<file path="src/rtl/seq_divider_if.sv">
// Operand/result bundle for seq_divider.
// master: the datapath that issues divides; slave: the divider itself.
interface seq_divider_if #(
   parameter int WIDTH = 4
);
   logic [WIDTH-1:0] dividend;
   logic [WIDTH-1:0] divisor;
   logic             start;
   logic             busy;
   logic             done;
   logic [WIDTH-1:0] quotient;
   logic [WIDTH-1:0] remainder;
   logic             div_by_zero;
   logic             overflow;

   modport master (
      output dividend, divisor, start,
      input  busy, done, quotient, remainder, div_by_zero, overflow
   );

   modport slave (
      input  dividend, divisor, start,
      output busy, done, quotient, remainder, div_by_zero, overflow
   );
endinterface

</file>
<file path="src/rtl/seq_divider.sv">
// seq_divider: multi-cycle restoring divider, one quotient bit per clock,
// followed by a one-cycle sign fix-up. Fixed latency of WIDTH+1 cycles.
// Build option: define DIV_SIGNED_EN for two's-complement operands/results;
// otherwise operands are unsigned and overflow is tied to 0.
module seq_divider #(
   parameter int WIDTH = 4
) (
   input  logic         clock,
   input  logic         reset,
   seq_divider_if.slave bus
);
   localparam int CW = $clog2(WIDTH + 1);

   typedef enum logic [1:0] {S_IDLE, S_DIVIDE, S_FIXUP} state_t;

   state_t           r_state;
   logic [WIDTH-1:0] r_rem;        // partial remainder (magnitude)
   logic [WIDTH-1:0] r_quo;        // dividend bits shift out, quotient bits shift in
   logic [WIDTH-1:0] r_dvs_mag;
   logic [WIDTH-1:0] r_dividend;   // raw dividend, returned as remainder on /0
   logic [CW-1:0]    r_cnt;
   logic             r_neg_q;
   logic             r_neg_r;
   logic             r_zero;
   logic             r_ovf;

   logic             r_busy;
   logic             r_done;
   logic [WIDTH-1:0] r_q_out;
   logic [WIDTH-1:0] r_r_out;
   logic             r_dz_out;
   logic             r_ov_out;

   logic             w_a_neg;
   logic             w_b_neg;
   logic [WIDTH-1:0] w_a_mag;
   logic [WIDTH-1:0] w_b_mag;
   logic             w_ovf_case;
   logic [WIDTH:0]   w_shift;
   logic [WIDTH:0]   w_trial;

`ifdef DIV_SIGNED_EN
   // Magnitude of the most-negative value is simply its unsigned bit pattern.
   assign w_a_neg    = bus.dividend[WIDTH-1];
   assign w_b_neg    = bus.divisor[WIDTH-1];
   assign w_a_mag    = w_a_neg ? (~bus.dividend + 1'b1) : bus.dividend;
   assign w_b_mag    = w_b_neg ? (~bus.divisor + 1'b1) : bus.divisor;
   assign w_ovf_case = (bus.dividend == {1'b1, {(WIDTH-1){1'b0}}}) &&
                       (bus.divisor == {WIDTH{1'b1}});
`else
   assign w_a_neg    = 1'b0;
   assign w_b_neg    = 1'b0;
   assign w_a_mag    = bus.dividend;
   assign w_b_mag    = bus.divisor;
   assign w_ovf_case = 1'b0;
`endif

   // One restoring step: shift in next dividend bit, trial-subtract divisor.
   assign w_shift = {r_rem, r_quo[WIDTH-1]};
   assign w_trial = w_shift - {1'b0, r_dvs_mag};

   // Control FSM, datapath and registered outputs.
   always_ff @(posedge clock) begin
      if (reset) begin
         r_state    <= S_IDLE;
         r_rem      <= '0;
         r_quo      <= '0;
         r_dvs_mag  <= '0;
         r_dividend <= '0;
         r_cnt      <= '0;
         r_neg_q    <= 1'b0;
         r_neg_r    <= 1'b0;
         r_zero     <= 1'b0;
         r_ovf      <= 1'b0;
         r_busy     <= 1'b0;
         r_done     <= 1'b0;
         r_q_out    <= '0;
         r_r_out    <= '0;
         r_dz_out   <= 1'b0;
         r_ov_out   <= 1'b0;
      end else begin
         r_done <= 1'b0;
         case (r_state)
            S_IDLE: begin
               if (bus.start) begin
                  r_rem      <= '0;
                  r_quo      <= w_a_mag;
                  r_dvs_mag  <= w_b_mag;
                  r_dividend <= bus.dividend;
                  r_neg_q    <= w_a_neg ^ w_b_neg;
                  r_neg_r    <= w_a_neg;
                  r_zero     <= (bus.divisor == '0);
                  r_ovf      <= w_ovf_case;
                  r_cnt      <= CW'(WIDTH);
                  r_busy     <= 1'b1;
                  r_state    <= S_DIVIDE;
               end
            end
            S_DIVIDE: begin
               if (!w_trial[WIDTH]) begin
                  r_rem <= w_trial[WIDTH-1:0];
                  r_quo <= {r_quo[WIDTH-2:0], 1'b1};
               end else begin
                  r_rem <= w_shift[WIDTH-1:0];
                  r_quo <= {r_quo[WIDTH-2:0], 1'b0};
               end
               r_cnt <= r_cnt - 1'b1;
               if (r_cnt == CW'(1)) r_state <= S_FIXUP;
            end
            S_FIXUP: begin
               // Divide-by-zero bypasses the sign fix so remainder is the raw dividend.
               if (r_zero) begin
                  r_q_out <= {WIDTH{1'b1}};
                  r_r_out <= r_dividend;
               end else begin
                  r_q_out <= r_neg_q ? (~r_quo + 1'b1) : r_quo;
                  r_r_out <= r_neg_r ? (~r_rem + 1'b1) : r_rem;
               end
               r_dz_out <= r_zero;
               r_ov_out <= r_ovf;
               r_done   <= 1'b1;
               r_busy   <= 1'b0;
               r_state  <= S_IDLE;
            end
            default: r_state <= S_IDLE;
         endcase
      end
   end

   assign bus.busy        = r_busy;
   assign bus.done        = r_done;
   assign bus.quotient    = r_q_out;
   assign bus.remainder   = r_r_out;
   assign bus.div_by_zero = r_dz_out;
   assign bus.overflow    = r_ov_out;
endmodule
</file>
<file path="src/flat_wrapper.sv">
// flat-port wrapper written by rule: the top's interface ports become plain ports
module seq_divider_flat 
#(
   parameter int WIDTH = 4
)
  (clock, reset, bus_dividend, bus_divisor, bus_start, bus_busy, bus_done, bus_quotient, bus_remainder, bus_div_by_zero, bus_overflow);
  seq_divider_if #(.WIDTH(WIDTH)) bus_i ();
  input  logic clock;
  input  logic reset;
  input wire logic [$bits(bus_i.dividend)-1:0] bus_dividend;
  input wire logic [$bits(bus_i.divisor)-1:0] bus_divisor;
  input wire logic [$bits(bus_i.start)-1:0] bus_start;
  output wire logic [$bits(bus_i.busy)-1:0] bus_busy;
  output wire logic [$bits(bus_i.done)-1:0] bus_done;
  output wire logic [$bits(bus_i.quotient)-1:0] bus_quotient;
  output wire logic [$bits(bus_i.remainder)-1:0] bus_remainder;
  output wire logic [$bits(bus_i.div_by_zero)-1:0] bus_div_by_zero;
  output wire logic [$bits(bus_i.overflow)-1:0] bus_overflow;
  assign bus_i.dividend = bus_dividend;
  assign bus_i.divisor = bus_divisor;
  assign bus_i.start = bus_start;
  assign bus_busy = bus_i.busy;
  assign bus_done = bus_i.done;
  assign bus_quotient = bus_i.quotient;
  assign bus_remainder = bus_i.remainder;
  assign bus_div_by_zero = bus_i.div_by_zero;
  assign bus_overflow = bus_i.overflow;
  seq_divider #(.WIDTH(WIDTH)) u_core (.clock(clock), .reset(reset), .bus(bus_i));
endmodule
</file>
<file path="config.mk">
export PLATFORM = sky130hd
export DESIGN_NAME = seq_divider_flat
export DESIGN_NICKNAME = d
export VERILOG_FILES = /design/src/rtl/seq_divider_if.sv /design/src/rtl/seq_divider.sv /design/src/flat_wrapper.sv
export SDC_FILE = /design/constraint.sdc
export NUM_CORES = 1
export LEC_CHECK = 0
export ABC_AREA = 1
export CORE_MARGIN = 2
export CORE_UTILIZATION = 55
export CTS_CLUSTER_DIAMETER = 30
export DETAILED_ROUTE_END_ITERATION = 12
export DONT_BUFFER_PORTS = 1
export PLACE_DENSITY_LB_ADDON = 0.15
export SLEW_MARGIN = 10
export SYNTH_ARGS = -nofsm -noshare
export SYNTH_HDL_FRONTEND = slang
export SYNTH_SLANG_ARGS = --single-unit
</file>
<file path="constraint.sdc">
create_clock -name clock -period 2.16 [get_ports clock]
set_clock_uncertainty 0.2 [all_clocks]
set_input_delay 0.324 -clock clock [delete_from_list [all_inputs] [get_ports clock]]
set_output_delay 0.324 -clock clock [all_outputs]
set_load 0.01 [all_outputs]
</file>
==> summary.md, run 1 <==
| Metric | Value |
|---|---|
| Final Instance Count excl. Fillers | `237` |
| GPL Wtd Cong | `0.876` |
| Pwr dens | `797 nW/µm²` |
| F_max | `486 MHz` |
| # H-tree levels | `2` |
| Dpl hpwl | `2400 µm` |
| Io pins | `23` |
| Rows | `18` |
| Final min period | `2.06 ns` |
| Overall Power | `1.33 mW` |
| First-pass GRT wire length | `5710 µm` |
| Overall Global Routing Usage | `23.6%` |
| Largest cells by area after synthesis | `dfxtp_1 44%, nand2_1 12%, a21oi_1 8.7%` |
| CP Buf/Inv Count | `2` |
| Worst r2r path cells | `11` |
| Initial antenna violation count | `0` |
| Total number of vias | `1,312` |
| Syn. warnings | `0` |
| Hold depth | `4` |
| Critical path's most frequent cell | `dlygate4sd3_1` |
| Synth Area in Simple Gates | `24.9%` |
| Lkg Pwr | `0.699 nW` |
| Final core utilization | `65.5%` |
| XOR/XNOR share of the synthesized area | `1.16%` |
| Core area | `2540 µm²` |
| Crit end category | `flip-flop` |
| Average instance area after synthesis | `7.75 µm²` |
| M1 WL | `1420 µm` |
| # setup viols final | `0` |
| Post-synthesis mux area share | `0%` |
| Mapped Nets | `212` |
| Post-cts resize count | `0` |
| Die height | `56.3 µm` |
| NetSw | `0.435 mW` |
| Detailed Routing Iterations Pass 1 | `4` |
| Post-synthesis sequential area ratio | `43.9%` |
| Fin crit share | `95.3%` |
| Layout net count | `224` |
| Number of DRC markers in iteration 0 | `48` |
| Synth area leader | `dfxtp_1` |
| Max_cap viols | `0` |
| Layout area overhead | `10.9%` |
| Setup TNS | `0 ns` |
| Sw frac | `32.7%` |
| Worst-Margin Slew | `0.865 ns` |
| Post-synthesis compound-gate area fraction | `15.6%` |
| Worst skew pair latency | `0.34 ns` |
| Final global-route overflow total | `0` |
| Clock transition at the registers of the reported paths | `0.10 ns` |
| Clock Tree Buf Depth | `2` |
| Int Pwr | `0.894 mW` |
| Port buffer count | `0` |
| Max incr delay on CP | `1.10 ns` |
| Outcome | `finished clean` |
| CTS Buf Count | `5` |
| Cells along the critical path | `dlygate4sd3_1 > a21oi_1 > dlygate4sd3_1` |
| Critical path data arrival time | `2.10 ns` |
| Max layer used | `met4` |
| Pin count of the biggest net entering global routing | `20` |
| CTS tree | `built` |
| Max Slew Vio Count | `0` |
| Crit-path max FO | `19` |
| FF/Latch Area | `661 µm²` |
| DRT antenna net count | `0` |
| Main combinational cell family by area after synthesis | `simple AND/OR/NAND/NOR gates` |
| Worst min-delay path class | `input port to flip-flop` |
| RR Endpoint | `u_core.r_rem[0]` |
| Synth Instances | `194` |
| Vias in the first global route | `1,289` |
| Startpoint Class | `input port` |
| Met3 routed WL | `176 µm` |
| Fillers | `221` |
| Mapped Area | `1500 µm²` |
| Met2 Wirelength | `1760 µm` |
| Critical path required time | `2.20 ns` |
| Distinct cells, synth | `28` |
| Worst Hold End | `u_core.r_dividend[1]` |
| Residual DRC | `0` |
| R2R Setup Slk | `0.14 ns` |
| Clock network power share | `24.9%` |
| CP max-delay cell | `dlygate4sd3_1` |
| DRT Wirelength | `3420 µm` |
| Crit path kind | `input port to flip-flop` |
| Vias/cell | `5.54` |
| Worst R2R Start | `u_core.r_quo[3]` |
| Critical path's top delay family | `buffers and inverters` |
| Area of the multi-input gates | `726 µm²` |
| Post-CTS Repair Setup Buffers | `0` |
| Power share of the combinational group | `23.1%` |
| Wire per inst | `14.4 µm` |
| Die area | `3170 µm²` |
| Initial Util | `59.1%` |
| RSZ-0062 raised after global routing | `false` |
| Top cell type's share of synthesized area | `43.9%` |
| Synth Area in Adders | `6.32%` |
| Worst Hold Launch | `bus_start` |
| Antenna cells | `0` |
| FF+latch count, synth | `33` |
| Final hold violation count | `0` |
| CTS Root Cell | `clkbuf_4` |
| Chip width | `56.3 µm` |
| Clk sinks | `33` |
| Share of layout cells above drive strength 1 | `12.6%` |
| VDD IR max | `590 µV` |
| Worst slew margin | `42.1%` |
| Post-Place Cells | `218` |
| Sequential Power Share | `52.0%` |
## placed cells by master (no fill, tap or decap), types with 3 or more instances in the layout
cell           netlist  layout
nand2_1             47      47
dfxtp_1             33      33
a21oi_1             26      26
inv_1               15      15
o21ai_0             12      12
nand3_1             11      11
dlygate4sd3_1        0      11
inv_2                7       7
nor2_1               7       7
ha_1                 6       6
nor2_4               5       5
clkbuf_4             0       5
a31oi_1              3       3
## how the worst max path moves through the flow
stage / start / end / slack [ns] / cells after the start
6_report: reset / u_core.r_dividend[2] / 0.10 / 3
5_1_grt: u_core.r_quo[3] / u_core.r_rem[0] / 0.008 / 11
4_1_cts: reset / u_core.r_dividend[2] / 0.15 / 3
3_5_place_dp: u_core.r_quo[3] / u_core.r_rem[2] / 0.17 / 11
3_3_place_gp: u_core.r_quo[3] / u_core.r_rem[1] / 0.28 / 11
2_1_floorplan: u_core.r_quo[3] / u_core.r_rem[3] / 0.34 / 11
## state kept, by name (all words and copies together) (netlist names)
register and cells:
u_core.bus.busy 1, u_core.bus.div_by_zero 1, u_core.bus.done 1, u_core.bus.quotient 4, u_core.bus.remainder 4, u_core.r_cnt 3, u_core.r_dividend 4, u_core.r_dvs_mag 4
u_core.r_quo 4, u_core.r_rem 4, u_core.r_state 2, u_core.r_zero 1
## cell type report
type                       count  area share, %
sequential                    33           39.6
inverter                      22           4.95
clock buffer                   6           2.48
clock inverter                 2          0.600
multi-input combinational    133           43.5
timing repair buffer          11           6.60
tap                           30           2.25
## worst min-delay path: cells and delay by family
kind / cells / cell delay (ns)
and+or+nand+nor: 3 / 0.20
AOI/OAI and AO/OA: 1 / 0.06
## routing by layer
metal | GRT usage [%] | vias to the layer above
met5 | 0 | -
met4 | 8.84 | 0
met3 | 7.60 | 7
met2 | 40.5 | 34
met1 | 27.3 | 617
li1 | - | 654
## power by group through the flow
| stage | sequential, mW | combinational [mW] | clock [mW] |
|---|---|---|---|
| global route | 0.696 | 0.350 | 0.369 |
| CTS | 0.690 | 0.306 | 0.342 |
| global placement | 0.702 | 0.265 | 0 |
| finish | 0.691 | 0.308 | 0.331 |
| detailed placement | 0.703 | 0.281 | 0 |
| floorplan | 0.691 | 0.240 | 0 |
## synth_stat cells, drive strengths merged
cell type   n
nand2      48
dfxtp      33
a21oi      26
inv        22
nor2       14
o21ai      14
nand3      12
ha          6
a31oi       3
buf         3
clkbuf      3
nand3b      2
nor3        2
a211oi      1
conb        1
fa          1
or2         1
xnor2       1
xor2        1
## stage by stage
step                      instance area [µm²]  hold WS [ns]  setup slack [ns]
after floorplan                          1500         0.233             0.345
after global placement                   1510         0.197             0.279
after detailed placement                 1510         0.199             0.171
after CTS                                1670        0.0768             0.149
after global routing                     1670        0.0962           0.00779
final                                    1670        0.0868             0.101
## logic make-up (layout without fill, tap and decap cells)
family          count (synthesis)  after routing
simple gates                   79             79
compound gates                 44             44
flops                          33             33
buf+inv                        28             41
fa+ha+maj                       7              7
xor+xnor                        2              2
other cells                     1              1
## repair_timing
action | 4_1_cts | 5_1_grt
hold buffers | 11 | 0
hold endpoints to repair | 26 | 0
setup endpoints to repair | 0 | 0
Note: power is estimated with default switching activity, not from simulation.
==> run 2: changes to the inputs <==
--- a/config.mk
+++ b/config.mk
@@ -11,6 +11,7 @@
 export CTS_CLUSTER_DIAMETER = 30
 export DETAILED_ROUTE_END_ITERATION = 12
 export DONT_BUFFER_PORTS = 1
+export GPL_TIMING_DRIVEN = 0
 export PLACE_DENSITY_LB_ADDON = 0.15
 export SLEW_MARGIN = 10
 export SYNTH_ARGS = -nofsm -noshare
==> run 2 against run 1 <==
Against the previous run:
- wire length down 4.6%
- cell area up 4.4%
- flip-flop and latch count unchanged
- register-to-register slack better by 0.02 ns
- worst setup slack better by 0.055 ns
- core utilization up 2.9 points
- fmax up 2.8%
- critical endpoint is now u_core.r_quo[0]
- sequential power down 0.6%
- power up 13%
- critical path depth up 6
- combinational power up 7.1%
- die area unchanged
==> summary.md, run 2 (same netlist as run 1, synthesis figures left out) <==
| Metric | Value |
|---|---|
| Outcome | `finished clean (unchanged)` |
| Number of DRC markers in iteration 0 | `65 (was 48)` |
| WHS | `0.0971 ns (was 0.0868 ns)` |
| Clock transition at the registers of the reported paths | `0.10 ns (about the same)` |
| Lkg Pwr | `0.722 nW (was 0.699 nW)` |
| CTS Root Cell | `clkbuf_4 (unchanged)` |
| Critical path required time | `2.17 ns (was 2.20 ns)` |
| Setup TNS | `0 ns (unchanged)` |
| Max_cap viols | `0 (unchanged)` |
| Die area | `3170 µm² (unchanged)` |
| Layout net count | `229 (was 224)` |
| Dpl hpwl | `2360 µm (was 2400 µm)` |
| Vias/cell | `5.59 (was 5.54)` |
| RSZ-0062 raised after global routing | `false (unchanged)` |
| Port buffer count | `0 (unchanged)` |
| Initial antenna violation count | `0 (unchanged)` |
| CP max-delay cell | `fa_1 (was dlygate4sd3_1)` |
| # H-tree levels | `2 (unchanged)` |
| Wire per inst | `13.5 µm (was 14.4 µm)` |
| Worst R2R Start | `u_core.r_quo[3] (unchanged)` |
| VDD IR max | `556 µV (was 590 µV)` |
| CP Buf/Inv Count | `2 (unchanged)` |
| Share of layout cells above drive strength 1 | `14.2% (was 12.6%)` |
| DRT antenna net count | `0 (unchanged)` |
| F_max | `499 MHz (was 486 MHz)` |
| Cell depth of the worst setup path | `9 (was 3)` |
| Area of the multi-input gates | `741 µm² (was 726 µm²)` |
| R2R Setup Slk | `0.16 ns (was 0.14 ns)` |
| Worst Hold End | `u_core.r_dividend[0] (was u_core.r_dividend[1])` |
| Crit path kind | `flip-flop to flip-flop (was input port to flip-flop)` |
| Hold depth | `4 (unchanged)` |
| Total number of vias | `1,352 (was 1,312)` |
| Final global-route overflow total | `0 (unchanged)` |
| Max incr delay on CP | `0.40 ns (was 1.10 ns)` |
| Core area | `2540 µm² (unchanged)` |
| Rows | `18 (unchanged)` |
| Die height | `56.3 µm (unchanged)` |
| Fin crit share | `92.8% (was 95.3%)` |
| Vias in the first global route | `1,288 (was 1,289)` |
| CTS Buf Count | `5 (unchanged)` |
| Layout area overhead | `15.8% (was 10.9%)` |
| Final min period | `2.00 ns (was 2.06 ns)` |
| Worst Hold Launch | `bus_start (unchanged)` |
| Crit end category | `flip-flop (unchanged)` |
| Max Slew Vio Count | `0 (unchanged)` |
| Cells along the critical path | `inv_1 > ha_1 > fa_1 > inv_1 > nand3_1 > nand3_1 > nand2_4 > nand2_1 > a21oi_1 (was dlygate4sd3_1 > a21oi_1 > dlygate4sd3_1)` |
| Fillers | `227 (was 221)` |
| Io pins | `23 (unchanged)` |
| Final hold violation count | `0 (unchanged)` |
| # setup viols final | `0 (unchanged)` |
| Worst min-delay path class | `input port to flip-flop (unchanged)` |
| Overall Global Routing Usage | `23.3% (was 23.6%)` |
| Clock Tree Buf Depth | `2 (unchanged)` |
| CTS tree | `built (unchanged)` |
| DRT Wirelength | `3260 µm (was 3420 µm)` |
| Highest-count cells in the layout ignoring fill and taps | `46 x nand2_1, 33 x dfxtp_1, 26 x a21oi_1, 15 x inv_1, 12 x o21ai_0 (was 47 x nand2_1, 33 x dfxtp_1, 26 x a21oi_1, 15 x inv_1, 12 x o21ai_0)` |
| Antenna cells | `0 (unchanged)` |
| First-pass GRT wire length | `5730 µm (was 5710 µm)` |
| GPL Wtd Cong | `0.796 (was 0.876)` |
| Chip width | `56.3 µm (unchanged)` |
| Pwr dens | `861 nW/µm² (was 797 nW/µm²)` |
| Worst r2r path cells | `9 (was 11)` |
| Residual DRC | `0 (unchanged)` |
| Clk sinks | `33 (unchanged)` |
| Startpoint Class | `flip-flop (was input port)` |
| RR Endpoint | `u_core.r_quo[0] (was u_core.r_rem[0])` |
| FF/Latch Area | `661 µm² (unchanged)` |
| Detailed Routing Iterations Pass 1 | `5 (was 4)` |
| Crit-path max FO | `5 (was 19)` |
| Critical path's top delay family | `adder cells (was buffers and inverters)` |
| Initial Util | `59.1% (unchanged)` |
| Commonest non-fill, non-tap cell in the layout | `nand2_1 (unchanged)` |
| Pin count of the biggest net entering global routing | `11 (was 20)` |
| Critical path data arrival time | `2.01 ns (was 2.10 ns)` |
| Worst skew pair latency | `0.33 ns (was 0.34 ns)` |
-- run 2: worst min-delay path, stage by stage --
cell	delay, ns
nand2_2	0.06
nor2_4	0.06
nand2_1	0.08
a21oi_1	0.06
-- run 2: where the power goes --
group          total [mW]  switching [mW]  internal (mW)
sequential          0.687          0.0367          0.651
combinational       0.330           0.197          0.132
clock               0.482           0.206          0.276
total                1.50           0.440           1.06
-- run 2: metal layers --
metal  GRT usage (%)  wire length (µm)  up-vias  part of all wire, %
met2            38.2              1580       55                   49
met1            29.3              1350      630                   41
met5               0                 0        -                    0
li1                -                 -      661                    -
met4            8.50                61        0                  1.9
met3            6.22               263        6                  8.1
-- run 2: stage by stage --
step	worst slack (ns)	instance area (µm²)	instances	power (mW)	utilization, %
floorplan	0.345	1500	194	0.931	-
global route	0.0159	1740	242	1.58	68.4
detailed placement	0.151	1540	224	0.995	60.6
CTS	0.114	1730	242	1.49	67.8
global placement	0.188	1540	224	0.980	60.6
finish	0.156	1740	242	1.50	68.4
-- run 2: layout make-up --
type                            instances  share of cell area [%]
Tap cell                               30                    2.16
Inverter                               22                    4.74
Sequential cell                        33                    37.9
Multi-Input combinational cell        133                    42.5
Clock buffer                            7                    3.16
Buffer                                  6                    2.01
Timing Repair Buffer                   10                    5.75
Clock inverter                          1                    1.72
-- run 2: worst max-delay path by stage --
stage,startpoint,end
floorplan,u_core.r_quo[3],u_core.r_rem[3]
global placement,u_core.r_quo[3],u_core.r_rem[2]
detailed placement,u_core.r_quo[3],u_core.r_rem[2]
CTS,u_core.r_quo[3],u_core.r_rem[2]
global route,u_core.r_quo[3],u_core.r_rem[1]
finish,u_core.r_quo[3],u_core.r_quo[0]
-- run 2: what timing repair did --
| item | 4_1_cts | 5_1_grt |
|---|---|---|
| endpoints found under the hold margin | 13 | 0 |
| resized for setup | 0 | 3 |
| endpoints found under the setup margin | 0 | 5 |
| setup buffers | 0 | 0 |
| hold buffers | 10 | 0 |
